## src/rtl/ps2_pkg.sv

```systemverilog
// Shared PS/2 definitions: host transmitter states, keyboard command bytes and response bytes.
package ps2_pkg;

    typedef enum logic [2:0] {
        ST_IDLE,
        ST_INHIBIT,
        ST_START,
        ST_SHIFT,
        ST_ACK,
        ST_WAIT_IDLE
    } ps2_tx_state_e;

    localparam logic [7:0] CMD_SET_LEDS  = 8'hED;
    localparam logic [7:0] CMD_ECHO      = 8'hEE;
    localparam logic [7:0] CMD_TYPEMATIC = 8'hF3;
    localparam logic [7:0] CMD_ENABLE    = 8'hF4;
    localparam logic [7:0] CMD_RESET     = 8'hFF;

    localparam logic [7:0] RSP_ACK    = 8'hFA;
    localparam logic [7:0] RSP_RESEND = 8'hFE;

    // PS/2 frames carry odd parity over the eight data bits.
    function automatic logic odd_parity(input logic [7:0] data);
        return ~^data;
    endfunction

endpackage

```

## src/rtl/ps2_sync_edge.sv

```systemverilog
// Two-flop synchronizers for the PS/2 clock and data pads plus a falling-edge
// strobe on the synchronized clock; shared by the host transmitter and the receiver.
module ps2_sync_edge (
    input  logic clk,
    input  logic rst,
    input  logic clk_in,
    input  logic dat_in,
    output logic clk_sync,
    output logic dat_sync,
    output logic clk_fall
);

    logic [1:0] meta_q, meta_d;
    logic [1:0] sync_q, sync_d;
    logic       clk_prev_q, clk_prev_d;

    always_comb begin
        meta_d     = {dat_in, clk_in};
        sync_d     = meta_q;
        clk_prev_d = sync_q[0];
    end

    // Idle PS/2 lines float high, so reset to 1 to avoid a spurious edge.
    always_ff @(posedge clk or negedge rst) begin
        if (!rst) begin
            meta_q     <= 2'b11;
            sync_q     <= 2'b11;
            clk_prev_q <= 1'b1;
        end else begin
            meta_q     <= meta_d;
            sync_q     <= sync_d;
            clk_prev_q <= clk_prev_d;
        end
    end

    assign clk_sync = sync_q[0];
    assign dat_sync = sync_q[1];
    assign clk_fall = clk_prev_q & ~sync_q[0];

endmodule

```

## src/rtl/ps2_host_tx.sv

```systemverilog
// PS/2 host-to-device transmitter: inhibits the bus, issues the start bit, shifts
// data/parity/stop on device clock falls and checks the device ACK bit.
module ps2_host_tx
    import ps2_pkg::*;
#(
    parameter int INHIBIT_CYCLES = 5000,
    parameter int TIMEOUT_CYCLES = 750000
) (
    input  logic       clk,
    input  logic       rst,
    input  logic [7:0] txData,
    input  logic       txValid,
    output logic       txReady,
    output logic       busy,
    output logic       txDone,
    output logic       txError,
    input  logic       ps2ClkIn,
    input  logic       ps2DatIn,
    output logic       ps2ClkOe,
    output logic       ps2DatOe
);

    localparam int IW = $clog2(INHIBIT_CYCLES + 1);
    localparam int TW = $clog2(TIMEOUT_CYCLES + 1);
    localparam logic [IW-1:0] INH_LAST = IW'(INHIBIT_CYCLES - 1);
    localparam logic [TW-1:0] TMO_LAST = TW'(TIMEOUT_CYCLES - 1);

    ps2_tx_state_e state_q, state_d;
    logic [IW-1:0] inh_cnt_q, inh_cnt_d;
    logic [TW-1:0] tmo_q, tmo_d;
    logic [3:0]    bit_idx_q, bit_idx_d;
    logic [7:0]    data_q, data_d;
    logic          parity_q, parity_d;
    logic          clk_oe_q, clk_oe_d;
    logic          dat_oe_q, dat_oe_d;
    logic          clk_sync, dat_sync, clk_fall;
    logic          tmo_active, tmo_hit;

    ps2_sync_edge u_sync (
        .clk      (clk),
        .rst      (rst),
        .clk_in   (ps2ClkIn),
        .dat_in   (ps2DatIn),
        .clk_sync (clk_sync),
        .dat_sync (dat_sync),
        .clk_fall (clk_fall)
    );

    always_comb begin
        state_d   = state_q;
        inh_cnt_d = inh_cnt_q;
        tmo_d     = tmo_q;
        bit_idx_d = bit_idx_q;
        data_d    = data_q;
        parity_d  = parity_q;
        clk_oe_d  = clk_oe_q;
        dat_oe_d  = dat_oe_q;
        txDone    = 1'b0;
        txError   = 1'b0;

        // The device watchdog only runs once the bus has been handed to the device.
        tmo_active = (state_q == ST_START) || (state_q == ST_SHIFT) ||
                     (state_q == ST_ACK)   || (state_q == ST_WAIT_IDLE);
        tmo_hit    = tmo_active && !clk_fall && (tmo_q == TMO_LAST);
        if (tmo_active) begin
            tmo_d = clk_fall ? '0 : tmo_q + TW'(1);
        end

        case (state_q)
            ST_IDLE: begin
                clk_oe_d = 1'b0;
                dat_oe_d = 1'b0;
                if (txValid) begin
                    data_d    = txData;
                    parity_d  = odd_parity(txData);
                    inh_cnt_d = '0;
                    clk_oe_d  = 1'b1;
                    state_d   = ST_INHIBIT;
                end
            end
            ST_INHIBIT: begin
                if (inh_cnt_q == INH_LAST) begin
                    clk_oe_d  = 1'b0;
                    dat_oe_d  = 1'b1;
                    tmo_d     = '0;
                    bit_idx_d = '0;
                    state_d   = ST_START;
                end else begin
                    inh_cnt_d = inh_cnt_q + IW'(1);
                end
            end
            ST_START: begin
                state_d = ST_SHIFT;
            end
            ST_SHIFT: begin
                if (clk_fall) begin
                    if (bit_idx_q == 4'd9) begin
                        dat_oe_d = 1'b0;
                        state_d  = ST_ACK;
                    end else begin
                        if (bit_idx_q == 4'd8) begin
                            dat_oe_d = ~parity_q;
                        end else begin
                            dat_oe_d = ~data_q[bit_idx_q[2:0]];
                        end
                        bit_idx_d = bit_idx_q + 4'd1;
                    end
                end
            end
            ST_ACK: begin
                if (clk_fall) begin
                    if (dat_sync) begin
                        txError = 1'b1;
                        state_d = ST_IDLE;
                    end else begin
                        state_d = ST_WAIT_IDLE;
                    end
                end
            end
            ST_WAIT_IDLE: begin
                if (clk_sync && dat_sync) begin
                    txDone  = 1'b1;
                    state_d = ST_IDLE;
                end
            end
            default: begin
                state_d = ST_IDLE;
            end
        endcase

        // A stalled device overrides everything: release the bus and report.
        if (tmo_hit) begin
            txDone   = 1'b0;
            txError  = 1'b1;
            clk_oe_d = 1'b0;
            dat_oe_d = 1'b0;
            state_d  = ST_IDLE;
        end
    end

    always_ff @(posedge clk or negedge rst) begin
        if (!rst) begin
            state_q   <= ST_IDLE;
            inh_cnt_q <= '0;
            tmo_q     <= '0;
            bit_idx_q <= '0;
            data_q    <= '0;
            parity_q  <= 1'b0;
            clk_oe_q  <= 1'b0;
            dat_oe_q  <= 1'b0;
        end else begin
            state_q   <= state_d;
            inh_cnt_q <= inh_cnt_d;
            tmo_q     <= tmo_d;
            bit_idx_q <= bit_idx_d;
            data_q    <= data_d;
            parity_q  <= parity_d;
            clk_oe_q  <= clk_oe_d;
            dat_oe_q  <= dat_oe_d;
        end
    end

    assign txReady  = (state_q == ST_IDLE);
    assign busy     = (state_q != ST_IDLE);
    assign ps2ClkOe = clk_oe_q;
    assign ps2DatOe = dat_oe_q;

endmodule
```

## config.mk

```make
export PLATFORM = sky130hd
export DESIGN_NAME = ps2_host_tx
export DESIGN_NICKNAME = d
export VERILOG_FILES = /design/src/rtl/ps2_pkg.sv /design/src/rtl/ps2_sync_edge.sv /design/src/rtl/ps2_host_tx.sv
export SDC_FILE = /design/constraint.sdc
export NUM_CORES = 1
export LEC_CHECK = 0
export CAP_MARGIN = 30
export CORE_MARGIN = 3
export CORE_UTILIZATION = 43
export DETAILED_ROUTE_END_ITERATION = 10
export GPL_TIMING_DRIVEN = 0
export PLACE_DENSITY = 0.63
export SYNTH_ARGS = -nofsm -noshare
export SYNTH_HDL_FRONTEND = slang
export SYNTH_HIERARCHICAL = 1
export SYNTH_SLANG_ARGS = --single-unit
```

## constraint.sdc

```tcl
create_clock -name clk -period 2.5 [get_ports clk]
set_input_delay 0.5 -clock clk [delete_from_list [all_inputs] [get_ports clk]]
set_output_delay 0.5 -clock clk [all_outputs]
set_load 0.1 [all_outputs]
```

# == Word-level counts from Yosys, hierarchy flattened ==
# Cells that the tools add are included.
# word_totals
wordCells,98
in_bits,13
regBits,56
out_inout_bits,6
# op_classes
muxes,39
n_reduce_logical,20
magnitude_cmp,1
n_eq_ne,20
n_bitwise,4
addsub,3
# op_table
operator,n
$mux 20,4
$mux 13,2
$pmux 13 s2,1
$mux 3,8
$add 20x1->20 const B,1
$eq 20x20->1 const B,1
$pmux 3 s6,1
$mux 1,16
$add 13x1->13 const B,1
$eq 13x13->1 const B,1
$mux 4,3
$ne 2x2->1 const B,5
$ne 3x2->1 const B,3
$ne 3x3->1 const B,3
$eq 4x4->1 const B,2
$pmux 4 s2,1
$reduce_xnor 8->1,1
$eq 3x2->1 const B,2
$eq 3x3->1 const B,2
$reduce_and 3->1,2
$reduce_and 6->1,1
$reduce_bool 3->1,2
$add 4x1->4 const B,1
$lt 3x4->1 const B,1
14 further kinds,22

# == Logic depth before layout (Yosys ltp) ==
# Gate-level depths: netlist of run 1.
# depth
depth_word,8
mapped_depth,7
mapped_depth_nobuf,6

# == Modules after synthesis ==
# Netlist of run 1, hierarchy kept.
# by_module_without_submodules
mod,seq_area_each_um2,instances,area_each_um2,cells_per_inst
ps2_host_tx,1276.2,1,2940.3,328
ps2_sync_edge,131.4,1,145.1,6

# == Least setup slack after synthesis of run 1 ==
# Ideal clock, no wire load.
# synth_path
path_type,register to output
start,register u_sync.clk_prev_q
end,output port txDone
stages_incl_launch_ff,7
path_slack_ns,-1.232
required_time_ns,2.000
path_buffers,1
arrival_ns,3.232
path_cell_list,dfstp_2 -> nor2b_4 -> clkbuf_1 -> nor3b_1 -> nand4b_1 -> nor4_1 -> nor3_1
# synth_between
elab_chain_cells,5
# synth_rtl
item,line,text
from (decl),ps2_sync_edge.sv:15,"logic clk_prev_q, clk_prev_d;"
from (signal assigned),ps2_sync_edge.sv:32,clk_prev_q <= clk_prev_d;
$and 1x1->1,ps2_sync_edge.sv:38,assign clk_fall = clk_prev_q & ~sync_q[0];
net clk_fall,ps2_host_tx.sv:36,"logic clk_sync, dat_sync, clk_fall;"
$logic_not 1->1,ps2_host_tx.sv:64,tmo_hit = tmo_active && !clk_fall && (tmo_q == TMO_LAST);
$logic_and 1x1->1 (2 in a row),ps2_host_tx.sv:64,
$mux 1,ps2_host_tx.sv:132,if (tmo_hit) begin
to (decl),ps2_host_tx.sv:15,"output logic txDone,"
# The timed path passes the listed nets, and every way through them passes these cells.

# == Final worst setup path of run 1 ==
# layout_path
start,register tmo_q[1]
end,output port txError
# layout_between
elab_chain_cells,3
# layout_rtl
item,line,text
from (decl),ps2_host_tx.sv:30,"logic [TW-1:0] tmo_q, tmo_d;"
from (signal assigned),ps2_host_tx.sv:154,tmo_q <= tmo_d;
$eq 20x20->1,ps2_host_tx.sv:64,
$logic_and 1x1->1,ps2_host_tx.sv:64,
$mux 1,ps2_host_tx.sv:132,
to (decl),ps2_host_tx.sv:16,"output logic txError,"
# Every way passes these cells.

==> impl_metrics.tcl, run 1 <==
set metrics [dict create \
    worstSetupStartpointType "flop" \
    fin_crit_ns 2.49 \
    tightest_slew_ns 0.972 \
    synth-xor-area-share_pct 4.26 \
    p_comb_share_pct 4.7 \
    area_growth_pct 20.9 \
    avgRoutedWirePerCell_um 15.4 \
    place_congestion 0.838 \
    path_clk_slew_ns 0.10 \
    ys_seq_area_share_pct 45.6 \
    ant_nets 0 \
    reg2reg_slack_ns 0.16 \
    crit_arrival_ns 1.99 \
    rsz0062_at_grt "yes" \
    synth.avg_cell_area_um2 9.24 \
    root_buffer "clkbuf_8" \
    p_total_mw 1.59 \
    ys.flop_type "dfrtp_1" \
    drt_iter0_drc 117 \
    synth-simple-area-share_pct 27.9 \
    wl_um 7230 \
    instances_no_fill 469 \
    finalCoreUtilization_pct 54.3 \
    cts-htree-levels 2 \
    io_buffers 18 \
    ys_types 53 \
    cp_max_fo 4 \
    synthArstFlopShare_pct 100 \
    synth_top_family_by_area "simple AND/OR/NAND/NOR gates" \
    firstDrtPassIters 4 \
    internal-power_mw 1.25 \
    track_usage_pct 17.9 \
    drv_slew 0 \
    synth.cell_area_mm2 0.00309 \
    p_per_area_mw_per_mm2 427 \
    hpwl_um 5010 \
    grt_max_degree 34 \
    path_class "flop to primary output" \
    core_mm2 0.00687 \
    leakage_nw 1.49 \
    netlist_instances 334 \
    relSlewSlack_pct 35.0 \
    fin_nets 390 \
    grt_remaining_overflow 0 \
    setup_slack_ns 0.00783 \
    ios 19 \
    antennaDiodeCount 0 \
    clock_sinks 56 \
    vias 2625 \
    die_w_um 90.7 \
    dp.cells 449 \
    yosysWarnings 6 \
    power_frac_seq_pct 57.5 \
    cts_tree "done" \
    start_util_pct 44.9 \
    irDropWorstVdd_mv 0.270 \
    grt_pass1_wl_um 12200 \
    cts_buffer_depth 2 \
    rows 30 \
    setup_violations 0 \
    maxCapViolCount 0 \
    p_sw_mw 0.347 \
    cp.required_ns 2.00 \
    routed_via_density 5.60 \
    outcome "finished clean" \
    syn_nets 352 \
    die_h_um 90.7 \
    clkLatencyLatePin_ns 0.32 \
    p_clk_share_pct 37.9 \
    finalHoldViolations 0 \
    antenna_found_initial 0 \
    post-route-period-util_pct 99.7 \
    holdCritPathClass "primary input to asynchronous set/reset pin" \
    synth-edff-count 0 \
    pre_cts_slack_ns -1.29 \
    synth_compound_area_share_pct 13.4 \
    synthMuxAreaShare_pct 2.80 \
    fmax_mhz 401 \
    grt_pass1_vias 2548 \
    cts_buffers 5 \
    whs_ns 0.177 \
    yosys.area_share.adder_pct 2.03 \
    route.detailed.drc 0 \
    netSwitchingFraction_pct 21.8 \
    dieArea_mm2 0.00823 \
    cp-end-kind "primary output" \
    final.setup_skew_ns 0.0130 \
    drive_gt1_share_pct 17.2 \
    synth_seq_cells 56 \
]
routing by layer:
layer	part of all wire (%)	global-route usage, %	wire (µm)	vias up
met2	49	30.8	3580	58
met3	3.9	3.67	279	13
met5	0	0	0	-
li1	-	-	-	1297
met1	45	23.0	3270	1257
met4	1.5	4.34	105	0
cells by family after synthesis:
logic type	count (synthesis)
and+or+nand+nor	157
AOI/OAI and AO/OA	68
DFF	56
buffers and inverters	27
xor gates and xnor gates	15
muxes	6
adders and majority gates	5
cells in the mapped netlist, types with 2 or more instances:
cell type | count | share of area, %
nor3_1 | 7 | 1.1
nand2_1 | 49 | 6.0
a21o_1 | 2 | 0.49
buf_2 | 2 | 0.32
buf_6 | 2 | 0.73
o21ai_0 | 16 | 2.6
o32ai_1 | 2 | 0.57
nand4_1 | 6 | 1.2
nand4b_1 | 2 | 0.57
nand3_1 | 18 | 2.9
clkbuf_1 | 10 | 1.2
a211oi_1 | 2 | 0.49
or4_1 | 11 | 2.7
or2_2 | 2 | 0.41
nor4b_1 | 2 | 0.57
mux4_2 | 2 | 1.5
nor3b_1 | 5 | 1.2
inv_1 | 11 | 1.3
a31oi_1 | 2 | 0.41
and2_1 | 5 | 1.0
and4_1 | 4 | 1.1
o22ai_1 | 3 | 0.61
and3_1 | 4 | 0.81
nor2_1 | 15 | 1.8
ha_1 | 5 | 2.0
xnor2_1 | 12 | 3.4
a21oi_1 | 24 | 3.9
dfstp_2 | 5 | 4.3
nor4_1 | 8 | 1.6
xor2_1 | 3 | 0.85
dfrtp_1 | 51 | 41
o31ai_1 | 9 | 2.2
or4b_2 | 2 | 0.65
or3_1 | 9 | 1.8
mux2i_1 | 3 | 0.97
o211ai_1 | 2 | 0.49
path summary, 6_finish.rpt:
| kind | cells past startpoint | endpoint | start |
|---|---|---|---|
| setup reg to reg | 7 | bit_idx_q[3]$_DFFE_PN0P_ | u_sync/clk_prev_q$_DFF_PN1_ |
| hold / removal | 1 | tmo_q[17]$_DFF_PN0_ | rst |
| setup / recovery | 7 | txError | tmo_q[1]$_DFF_PN0_ |
| hold reg to reg | 0 | u_sync/sync_q[0]$_DFF_PN1_ | u_sync/meta_q[0]$_DFF_PN1_ |
| max in group asynchronous | 2 | tmo_q[8]$_DFF_PN0_ | rst |
| min in group clk | 0 | u_sync/sync_q[0]$_DFF_PN1_ | u_sync/meta_q[0]$_DFF_PN1_ |
layout make-up:
| cell class | instances | area, µm² |
|---|---|---|
| sequential | 56 | 1410 |
| timing repair buffer | 32 | 313 |
| buffer | 15 | 81.3 |
| fill | 619 | 3140 |
| inverter | 11 | 45.0 |
| tap | 96 | 120 |
| clock buffer | 5 | 68.8 |
| clock inverter | 3 | 42.5 |
| multi-input combinational | 251 | 1650 |
state kept, by name (all words and copies together) (netlist names):
name and flops:
bit_idx_q 4, tmo_q 20, parity_q 1, state_q 3, inh_cnt_q 13, ps2DatOe 1, ps2ClkOe 1, u_sync/sync_q 2
u_sync/meta_q 2, data_q 8, u_sync/clk_prev_q 1
per-stage QoR:
step / cell area, µm² / setup TNS (ns)
2_1_floorplan: 3120 / 0
3_3_place_gp: 3420 / -48.09
3_5_place_dp: 3430 / -2.33
4_1_cts: 3610 / -0.0448
5_1_grt: 3730 / -0.275
6_report: 3730 / 0
what timing repair did:
| item | CTS | global route |
|---|---|---|
| setup endpoints to repair | 4 | 12 |
| gates cloned | 0 | 0 |
| hold buffers | 0 | 0 |
| setup buffers | 4 | 9 |
| gates resized for setup | 26 | 12 |
| pin swaps | 2 | 1 |
power groups by stage:
stage	clock network, mW	logic [mW]	registers, mW
5_1_grt	0.651	0.0827	0.916
2_1_floorplan	0	0.0257	0.932
4_1_cts	0.625	0.0753	0.916
6_report	0.603	0.0745	0.915
3_3_place_gp	0	0.0696	0.933
3_5_place_dp	0	0.0739	0.933
placed cells by master (no fill, tap or decap), types with 3 or more instances in the layout:
master | synthesis | layout
a21oi_1 | 24 | 24
and2_1 | 5 | 5
and3_1 | 4 | 4
and4_1 | 4 | 4
buf_12 | 0 | 3
buf_4 | 1 | 15
clkbuf_1 | 10 | 8
clkbuf_8 | 0 | 5
clkdlybuf4s50_1 | 0 | 13
dfrtp_1 | 51 | 49
dfstp_2 | 5 | 5
ha_1 | 5 | 4
inv_1 | 11 | 10
mux2i_1 | 3 | 3
nand2_1 | 49 | 48
nand3_1 | 18 | 17
nand4_1 | 6 | 6
nor2_1 | 15 | 15
nor3_1 | 7 | 6
nor3b_1 | 5 | 4
nor4_1 | 8 | 6
o21ai_0 | 16 | 16
o31ai_1 | 9 | 9
or3_1 | 9 | 8
or4_1 | 11 | 10
xnor2_1 | 12 | 11
xor2_1 | 3 | 3
worst max-delay path: stages (launching register included):
cell and delay (ns):
dfrtp_1 0.44, ha_4 0.19, nand3_4 0.08, nand4b_1 0.23
nor4_4 0.22, buf_4 0.18, o21bai_4 0.14, buf_12 0.19
(Power assumes the default switching activity.)
==> inputs of run 2 (changes only) <==
--- a/config.mk
+++ b/config.mk
@@ -6,7 +6,6 @@
 export NUM_CORES = 1
 export LEC_CHECK = 0
 export CAP_MARGIN = 30
-export CORE_MARGIN = 3
 export CORE_UTILIZATION = 43
 export DETAILED_ROUTE_END_ITERATION = 10
 export GPL_TIMING_DRIVEN = 0
==> impl_metrics.tcl, run 2 (synthesis results as in run 1) <==
set metrics [dict create \
    grt_remaining_overflow 0 \
    outcome "finished with violations" \
    drive_gt1_share_pct 17.8 \
    finalHoldViolations 0 \
    fin_crit_ns 2.53 \
    wl_um 7000 \
    ant_nets 0 \
    irDropWorstVdd_mv 0.210 \
    relSlewSlack_pct 35.0 \
    power_frac_seq_pct 57.5 \
    cts_buffer_depth 2 \
    crit-reg2reg-launch "u_sync/clk_prev_q$_DFF_PN1_" \
    p_per_area_mw_per_mm2 424 \
    p_clk_share_pct 37.7 \
    path_class "flop to primary output" \
    crit_arrival_ns 2.03 \
    crit_start "tmo_q[16]$_DFF_PN0_" \
    vias 2589 \
    holdCritPathClass "primary input to asynchronous set/reset pin" \
    cts_buffers 5 \
    clock_sinks 56 \
    track_usage_pct 21.0 \
    violations "setup timing" \
    use_met2_pct 35.5 \
    busiest_layer "met2" \
    core_mm2 0.00687 \
    cp.required_ns 2.00 \
    netSwitchingFraction_pct 21.6 \
    fmax_mhz 395 \
    use_met1_pct 27.9 \
    grtUsageMet3_pct 3.24 \
    reg.largest.list "tmo_q (20), inh_cnt_q (13), data_q (8)" \
    avgRoutedWirePerCell_um 14.8 \
    start_util_pct 44.9 \
    p_total_mw 1.59 \
    final-seq-area_mm2 0.00141 \
    p_comb_share_pct 4.8 \
    hpwl_um 4940 \
    placed_area_mm2 0.00343 \
    maxCapViolCount 0 \
    fin_area_mm2 0.00375 \
    pre_cts_slack_ns -1.35 \
    rows 30 \
    grt_pass1_wl_um 12300 \
    grt_max_degree 40 \
    firstDrtPassIters 4 \
    worstSetupStartpointType "flop" \
    cp-end-kind "primary output" \
    place_congestion 0.780 \
    cts-htree-levels 2 \
    top_register "tmo_q" \
    nFillCells 628 \
    internal-power_mw 1.25 \
    final_common_cell "dfrtp_1" \
    cp_max_fo 6 \
    drt_iter0_drc 176 \
    whs_ns 0.112 \
    fin_tns_setup_ns -0.0289 \
    die_w_um 86.7 \
    multiInputGateArea_mm2 0.00163 \
    route.detailed.drc 0 \
    leakage_nw 1.51 \
    antennaDiodeCount 0 \
    root_buffer "clkbuf_8" \
    post-route-period-util_pct 101 \
    final.setup_skew_ns 0.0104 \
    area_growth_pct 21.6 \
    routed_via_density 5.47 \
    fin_nets 394 \
    cts_tree "done" \
    drv_slew 0 \
    rsz0062_at_grt "yes" \
    io_buffers 18 \
    antenna_found_initial 0 \
    p_sw_mw 0.344 \
    tightest_slew_ns 0.972 \
    setup_slack_ns -0.0289 \
    grt_pass1_vias 2523 \
    layout_common_cells "48 x dfrtp_1, 47 x nand2_1, 24 x a21oi_1, 18 x buf_4, 17 x nand3_1" \
    cts_hold_buf 0 \
    ios 19 \
    die_h_um 86.7 \
    clkLatencyLatePin_ns 0.31 \
    dieArea_mm2 0.00752 \
    path_clk_slew_ns 0.10 \
    setup_violations 1 \
    largest_reg_flops 20 \
]
run 2: power by group through the flow:
stage	logic [mW]	clock network (mW)	registers [mW]
2_1_floorplan	0.0257	0	0.932
3_3_place_gp	0.0704	0	0.933
3_5_place_dp	0.0751	0	0.933
4_1_cts	0.0765	0.624	0.916
5_1_grt	0.0839	0.656	0.916
6_report	0.0757	0.600	0.915
run 2: worst max-delay path, cell delays in order (launching register included):
cell and delay [ns]:
dfrtp_1 0.45, nand2_2 0.10, or4_4 0.44, nor4_4 0.21, buf_4 0.18, o21bai_4 0.14, buf_12 0.19
run 2: layer usage:
metal / up-vias / part of all wire, %
li1: 1300 / -
met4: 0 / 1.4
met2: 26 / 50
met1: 1256 / 47
met5: - / 0
met3: 7 / 2.0
run 2: cell type report:
type / instances / share of cell area, %
Clock buffer: 6 / 1.93
Clock inverter: 2 / 0.934
Buffer: 15 / 2.17
Sequential cell: 56 / 37.6
Tap cell: 96 / 3.20
Timing Repair Buffer: 36 / 9.47
Inverter: 11 / 1.20
Multi-Input combinational cell: 251 / 43.5
run 2: path summary, 6_finish.rpt:
| path | end | slack [ns] | cells after the start |
|---|---|---|---|
| setup reg to reg | bit_idx_q[3]$_DFFE_PN0P_ | 0.14 | 7 |
| hold reg to reg | u_sync/sync_q[1]$_DFF_PN1_ | 0.36 | 0 |
| hold / removal | tmo_q[11]$_DFF_PN0_ | 0.11 | 1 |
| setup / recovery | txError | -0.03 | 6 |
| max in group asynchronous | bit_idx_q[0]$_DFFE_PN0P_ | 1.82 | 2 |
| min in group clk | u_sync/sync_q[1]$_DFF_PN1_ | 0.36 | 0 |
run 2: metrics by stage:
step / utilization [%] / instances
global route: 54.6 / 473
CTS: 52.7 / 461
detailed placement: 50.0 / 449
global placement: 49.8 / 448
finish: 54.6 / 473
floorplan: - / 334
run 2: what timing repair did:
| action | in CTS | in global routing |
|---|---|---|
| setup buffers | 5 | 12 |
| endpoints found under the setup margin | 4 | 12 |
| gates resized for setup | 27 | 10 |
| pin swaps | 4 | 5 |
==> inputs of run 3 (changes only) <==
--- a/config.mk
+++ b/config.mk
@@ -6,6 +6,7 @@
 export NUM_CORES = 1
 export LEC_CHECK = 0
 export CAP_MARGIN = 30
+export CORE_ASPECT_RATIO = 0.7
 export CORE_UTILIZATION = 43
 export DETAILED_ROUTE_END_ITERATION = 10
 export GPL_TIMING_DRIVEN = 0
==> impl_metrics.tcl, run 3 (synthesis results as in run 1) <==
set metrics [dict create \
    rows 25 \
    start_util_pct 45.0 \
    grt_pass1_wl_um 12200 \
    placed_area_mm2 0.00343 \
    worstSetupStartpointType "flop" \
    p_per_area_mw_per_mm2 456 \
    cts-htree-levels 2 \
    ios 19 \
    dp.cells 447 \
    cp_max_fo 5 \
    worstSetupEndpoint "txError" \
    routed_via_density 5.85 \
    grt_remaining_overflow 0 \
    nFillCells 626 \
    track_usage_pct 21.7 \
    pre_cts_slack_ns -1.27 \
    multiInputGateArea_mm2 0.00163 \
    violations "setup timing" \
    finalHoldViolations 0 \
    die_h_um 72.9 \
    top_register "tmo_q" \
    crit_start "tmo_q[18]$_DFF_PN0_" \
    route.detailed.drc 0 \
    path_class "flop to primary output" \
    firstDrtPassIters 5 \
    outcome "finished with violations" \
    ant_nets 0 \
    antenna_found_initial 0 \
    core_mm2 0.00685 \
    antennaDiodeCount 0 \
    wl_um 7340 \
    clock_sinks 56 \
    reg2reg_slack_ns 0.14 \
    fin_crit_ns 2.52 \
    place_congestion 0.811 \
    drt_iter0_drc 209 \
    fin_tns_setup_ns -0.0229 \
    root_buffer "clkbuf_8" \
    cts_buffer_depth 2 \
    final_common_cell "nand2_1" \
    maxCapViolCount 0 \
    cts_hold_buf 0 \
    area_growth_pct 19.9 \
    final-seq-area_mm2 0.00141 \
    rr_endpoint "bit_idx_q[3]$_DFFE_PN0P_" \
    setup_slack_ns -0.0229 \
    clkLatencyLatePin_ns 0.32 \
    crit_arrival_ns 2.02 \
    post-route-period-util_pct 101 \
    cts_tree "done" \
    fin_nets 385 \
    tightest_slew_ns 0.965 \
    dieArea_mm2 0.00752 \
    setup_violations 1 \
    holdCritPathClass "primary input to asynchronous set/reset pin" \
    reg2regPathDepth 7 \
    reg.largest.list "tmo_q (20), inh_cnt_q (13), data_q (8)" \
    drv_slew 0 \
    grt_max_degree 31 \
    relSlewSlack_pct 35.5 \
    hpwl_um 5230 \
    cts_buffers 5 \
    largest_reg_flops 20 \
    layout_common_cells "48 x nand2_1, 46 x dfrtp_1, 24 x a21oi_1, 18 x nand3_1, 16 x o21ai_0" \
    path_clk_slew_ns 0.11 \
    grt_pass1_vias 2477 \
    crit-reg2reg-launch "u_sync/clk_prev_q$_DFF_PN1_" \
    vias 2705 \
    final.setup_skew_ns 0.0169 \
    io_buffers 18 \
    cp.required_ns 2.00 \
    fmax_mhz 396 \
    cp-end-kind "primary output" \
    rsz0062_at_grt "yes" \
    fin_area_mm2 0.00370 \
    instances_no_fill 462 \
    irDropWorstVdd_mv 0.225 \
    leakage_nw 1.47 \
    die_w_um 103 \
    drive_gt1_share_pct 16.0 \
    avgRoutedWirePerCell_um 15.9 \
    finalCoreUtilization_pct 54.0 \
]
## run 3: cell count changes in the layout (fill, tap and decap cells not counted), sizes merged
cell	delta
buf	-8
bufinv	+1
clkinv	-1
clkbuf	-1
## run 3: what timing repair did
action / in CTS / in global routing
pin swaps: 3 / 4
buffers inserted: 5 / 4
gates resized for setup: 26 / 11
setup endpoints to repair: 4 / 12
## run 3: metal layers
metal | part of all wire (%) | vias up | global-route usage, %
met2 | 41 | 71 | 29.8
met5 | 0 | - | 0
met1 | 52 | 1343 | 33.7
met3 | 5.5 | 8 | 5.36
li1 | - | 1283 | -
met4 | 0.98 | 0 | 5.79
## run 3: critical path, stage by stage (launching register included)
cell	delay (ns)
dfrtp_2	0.45
or4_4	0.53
nor4_4	0.21
buf_4	0.18
o21bai_4	0.14
buf_12	0.19
## run 3: how the worst min path moves through the flow
| stage | to | slack [ns] |
|---|---|---|
| 6_report | inh_cnt_q[12]$_DFFE_PN0P_ | 0.17 |
| 3_3_place_gp | u_sync/sync_q[1]$_DFF_PN1_ | 0.35 |
| 5_1_grt | inh_cnt_q[12]$_DFFE_PN0P_ | 0.21 |
| 2_1_floorplan | bit_idx_q[0]$_DFFE_PN0P_ | 0.20 |
| 4_1_cts | inh_cnt_q[12]$_DFFE_PN0P_ | 0.19 |
| 3_5_place_dp | u_sync/sync_q[0]$_DFF_PN1_ | 0.35 |
## run 3: final cells by class
class | instances | area share, %
multi-input combinational | 251 | 44.1
sequential | 56 | 38.2
timing repair buffer | 28 | 7.65
tap | 94 | 3.18
buffer | 14 | 2.06
clock buffer | 6 | 1.96
clock inverter | 2 | 1.62
inverter | 11 | 1.22
## run 3: through the flow
step	power, mW	hold slack [ns]
6_report	1.68	0.170
2_1_floorplan	0.958	0.204
4_1_cts	1.71	0.186
3_5_place_dp	1.01	0.349
5_1_grt	1.76	0.212
3_3_place_gp	1.00	0.346
## run 3: report_power, final
part / internal, mW / leakage, nW / switching (mW) / total (mW)
Clock: 0.400 / 0.0654 / 0.296 / 0.697
Combinational: 0.0352 / 0.714 / 0.0381 / 0.0733
Sequential: 0.912 / 0.695 / 0.00267 / 0.915
Total: 1.35 / 1.47 / 0.337 / 1.68
